[src/rtl/mesh_output_arbiter.sv]
// Round-robin arbiter sharing one mesh output link among NUM_IN input stages, with a single output slot.
// Optional MESH_ARB_STALL_CNT_EN adds a saturating count of backpressure cycles on the stall_cnt port.

package Mesh;
    typedef struct packed {
        logic [7:0]  dst;
        logic [23:0] payload;
    } Packet;
endpackage

// state   | meaning
// S_EMPTY | output slot holds no packet, valid=0
// S_FULL  | output slot holds a packet, valid=1
module mesh_output_arbiter #(
    parameter int NUM_IN = 5,
    parameter int IDX_W  = (NUM_IN > 1) ? $clog2(NUM_IN) : 1
) (
    input  logic              clk,
    input  logic              rst_n,
    input  logic [NUM_IN-1:0] request,
    input  Mesh::Packet       packet_in [NUM_IN],
    output logic [NUM_IN-1:0] grant,
    output Mesh::Packet       packet_out,
    output logic              valid,
    input  logic              ready
`ifdef MESH_ARB_STALL_CNT_EN
    ,
    output logic [15:0]       stall_cnt
`endif
);

    typedef enum logic {S_EMPTY, S_FULL} state_t;

    state_t           state_q, state_d;
    Mesh::Packet      slot_q, slot_d;
    logic [IDX_W-1:0] ptr_q, ptr_d;
    logic [IDX_W-1:0] win_idx;
    logic [IDX_W-1:0] scan_idx;
    logic             found;
    logic             free;

    always_ff @(posedge clk or negedge rst_n) begin
        if (!rst_n) begin
            state_q <= S_EMPTY;
            slot_q  <= '0;
            ptr_q   <= '0;
        end else begin
            state_q <= state_d;
            slot_q  <= slot_d;
            ptr_q   <= ptr_d;
        end
    end

    always_comb begin
        state_d  = state_q;
        slot_d   = slot_q;
        ptr_d    = ptr_q;
        grant    = '0;
        win_idx  = ptr_q;
        scan_idx = ptr_q;
        found    = 1'b0;
        free     = (state_q == S_EMPTY) || ready;

        // First set request at or after ptr, wrapping modulo NUM_IN.
        for (int k = 0; k < NUM_IN; k++) begin
            scan_idx = IDX_W'((int'(ptr_q) + k) % NUM_IN);
            if (!found && request[scan_idx]) begin
                found   = 1'b1;
                win_idx = scan_idx;
            end
        end

        if (free) begin
            if (found) begin
                grant   = NUM_IN'(1) << win_idx;
                state_d = S_FULL;
                slot_d  = packet_in[win_idx];
                ptr_d   = (win_idx == IDX_W'(NUM_IN - 1)) ? '0 : win_idx + 1'b1;
            end else begin
                state_d = S_EMPTY;
            end
        end

        // Reset is asynchronous, so the combinational grant must be masked too.
        if (!rst_n) begin
            grant = '0;
        end
    end

    assign valid      = (state_q == S_FULL);
    assign packet_out = slot_q;

`ifdef MESH_ARB_STALL_CNT_EN
    logic [15:0] stall_cnt_q;

    always_ff @(posedge clk or negedge rst_n) begin
        if (!rst_n) begin
            stall_cnt_q <= '0;
        end else if (valid && !ready && (stall_cnt_q != 16'hFFFF)) begin
            stall_cnt_q <= stall_cnt_q + 16'd1;
        end
    end

    assign stall_cnt = stall_cnt_q;
`endif

endmodule

[config.mk]
export PLATFORM = sky130hd
export DESIGN_NAME = mesh_output_arbiter
export DESIGN_NICKNAME = d
export VERILOG_FILES = /design/src/rtl/mesh_output_arbiter.sv
export SDC_FILE = /design/constraint.sdc
export NUM_CORES = 1
export LEC_CHECK = 0
export CAP_MARGIN = 20
export CORE_ASPECT_RATIO = 1.5
export CORE_MARGIN = 2
export CORE_UTILIZATION = 40
export DETAILED_ROUTE_END_ITERATION = 10
export PLACE_DENSITY = 0.84
export SYNTH_ARGS = -nofsm -noshare
export SYNTH_HDL_FRONTEND = slang
export SYNTH_SLANG_ARGS = --single-unit
[constraint.sdc]
create_clock -name clk -period 13.9 [get_ports clk]
set_input_delay 2.78 -clock clk [delete_from_list [all_inputs] [get_ports clk]]
set_output_delay 2.78 -clock clk [all_outputs]
set_load 0.05 [all_outputs]
==> impl_metrics.toml <==
[outcome]
status = "finished clean"

[timing]
fmax_ghz = 0.09456
relSlewSlack_pct = 34.99
worst-slew-pin-transition_ps = 975.2
setup_viol = 0
period_needed_ps = 10580
setup-tns-final_ps = 0
fin_crit_sh_pct = 76.08
finalMaxSlewViolations = 0
hold_viol_final = 0
clock_skew_ps = 5.050
rsz0062_at_grt = "false"

[worst_hold_path]
hold_class = "register to register"

[grt]
grt_remaining_overflow = 0
grt_first_pass_wirelength_um = 25520
track_usage_pct = 26.58
antenna_found_initial = 0
grt_max_degree = 130
grt_pass1_vias = 5109

[logic_synthesis]
synth_top_family_by_area = "compound AO/OA/AOI/OAI gates"
seq_area_frac_synth_pct = 20.36
syn_area_um2 = 4425
synth_warnings = 0
synth_ff_type = "dfrtp_1"
syn-num-nets = 767
netlist_instances = 576
synthAdderAreaFrac_pct = 6.503
async_flop_share_pct = 100.0
synth_cell_types = 65
synthSimpleGateAreaFrac_pct = 23.75
yosys-top-cells-area = "dfrtp_1 (20%), a21boi_0 (11%), and3_1 (9.8%), ha_1 (6.5%), a22oi_1 (5.4%)"
synthMuxAreaShare_pct = 5.513
yosys.area_share.xor_xnor_pct = 1.555
ys_ff_latch = 36
yosys.area.top_type = "dfrtp_1"
synth_top_area_share_pct = 20.36
syn_area_per_cell_um2 = 7.683
synth_compound_area_share_pct = 35.37
synth-edff-count = 0

[floorplanning]
core_region_area_um2 = 10940
die_h_um = 132.8
pin_count = 206
fp-row-count = 47
initial_core_util_pct = 40.46
die_area_um2 = 11940
die_w_um = 89.88

[layout]
finalCoreUtilization_pct = 60.81
final_cells = 895
drive_gt1_share_pct = 4.813
nets = 938
area_delta_synth_final_pct = 50.30
antennaDiodeCount = 0
n_fill_cell = 968

[place]
place_inst = 886
io_buffers = 205
hpwl_um = 12750
place.gp.congestion = 0.8542

[critical_path]
endpoint_kind = "primary output"
worstPathRequired_ps = 11120
crit_arrival_ps = 7800
critPathKind = "register to primary output"
critPathLaunchType = "register"
crit_fanout = 129

[drt]
drt-total-wl_um = 16650
via_per_inst = 5.844
avgRoutedWirePerCell_um = 18.60
drc_errors = 0
drt-initial-drc-count = 171
drtAntennaViolNets = 0
first_pass_iters = 5
vias = 5230

[clock_tree]
cts-buffers-inserted = 5
clk_transition_reported_paths_ps = 50
cts_sinks = 36
cts_tree = "yes"
hold_buffers = 0
cts-root-buf = "clkbuf_16"
cts_resized = 0
clk_latency_ps = 280
cts_buffer_depth = 2
cts-htree-levels = 2
cts_setup_buffers = 0

[run]
cap_violations = 0
[path summary, 6_finish.rpt]
path / start / to / slack, ps / depth (start not counted)
setup / recovery: ptr_q[1]$_DFFE_PN0P_ / grant[4] / 3320 / 24
hold / removal: packet_out[21]$_DFFE_PN0P_ / packet_out[21]$_DFFE_PN0P_ / 510 / 2
setup reg to reg: ptr_q[1]$_DFFE_PN0P_ / ptr_q[2]$_DFFE_PN0P_ / 7010 / 22
hold reg to reg: packet_out[21]$_DFFE_PN0P_ / packet_out[21]$_DFFE_PN0P_ / 510 / 2
max in group asynchronous: rst_n / packet_out[30]$_DFFE_PN0P_ / 10960 / 2
min in group asynchronous: rst_n / packet_out[6]$_DFFE_PN0P_ / 2570 / 2
[placed cells by master (no fill, tap or decap), types with 6 or more instances in the layout]
cell / netlist / routed
mux2i_1: 12 / 12
nand2b_1: 6 / 6
a21oi_1: 15 / 15
ha_1: 23 / 23
clkbuf_16: 0 / 6
clkdlybuf4s50_1: 0 / 204
nor2_1: 17 / 17
a21o_1: 6 / 6
inv_1: 17 / 17
o21ai_0: 34 / 34
o21ai_1: 40 / 40
nor2b_1: 6 / 6
and3_1: 69 / 69
a22oi_1: 32 / 32
nand3_1: 39 / 39
dfrtp_1: 36 / 36
nor3_1: 10 / 10
buf_4: 3 / 7
nand2_1: 26 / 26
a21boi_0: 64 / 64
[critical path: stages, from the launching register on]
cell	delay [ps]
dfrtp_1	730
inv_1	290
ha_1	730
inv_1	190
ha_1	260
nor3_1	300
nor2_1	100
xnor2_1	240
inv_1	100
ha_1	200
inv_1	70
nor2_1	50
a2bb2oi_2	170
xnor2_1	460
mux2_2	420
a22o_1	280
and3_1	220
o21bai_4	100
buf_4	720
nand2_1	280
inv_1	170
ha_1	180
nor2b_1	220
and3_1	180
clkdlybuf4s50_1	800
[registers in the layout, indices dropped and copies added (netlist names)]
signal and count:
ptr_q 3, packet_out 32, valid 1
[routing by layer]
metal  vias up  global-route usage (%)  wire length (um)
met5         -                       0                 0
li1       2492                       -                 -
met3        58                   5.695              1149
met2       228                   48.70              8503
met4         0                   16.24              1026
met1      2452                   27.51              5970
[synth_stat cells (3+ instances only)]
cell	instances
mux2i_1	12
o31ai_1	3
nor2_1	17
o21a_1	4
mux4_2	3
xnor2_1	5
nand2_1	26
inv_1	17
mux2_2	5
nor3_1	10
clkbuf_1	10
buf_4	3
a21boi_0	64
o21ai_0	34
nand3_1	39
buf_2	28
a22oi_1	32
a21o_1	6
a21oi_1	15
buf_1	5
and3_1	69
o21ai_1	40
o21bai_1	3
and2_1	5
nand2b_1	6
ha_1	23
nor2b_1	6
o211ai_1	3
dfrtp_1	36
[cells by family (layout without fill, tap and decap cells)]
logic type | after synthesis | in the layout
xor+xnor | 7 | 7
buf+inv | 67 | 239
fa+ha+maj | 23 | 23
compound gates | 231 | 231
mux | 20 | 20
flops | 36 | 36
simple gates | 192 | 192
[per-stage QoR]
step           instance area [um2]  worst slack (ps)  hold WS [ps]
2_1_floorplan                 4425              5489         802.2
3_3_place_gp                  6480              3621         499.1
3_5_place_dp                  6480              3436         505.7
4_1_cts                       6626              3406         518.2
5_1_grt                       6651              2794         525.1
6_report                      6651              3325         511.1
[cell type report]
class	count	area (um2)	area share [%]
tap	147	183.9	2.765
inverter	18	67.56	1.016
clock buffer	8	146.4	2.201
timing repair buffer	213	2125	31.94
sequential	36	900.9	13.54
multi-input combinational	473	3228	48.53
Power is left out: the tool's default activity adds up to more than one toggle a clock period on the data nets, which glitch-free logic cannot reach.
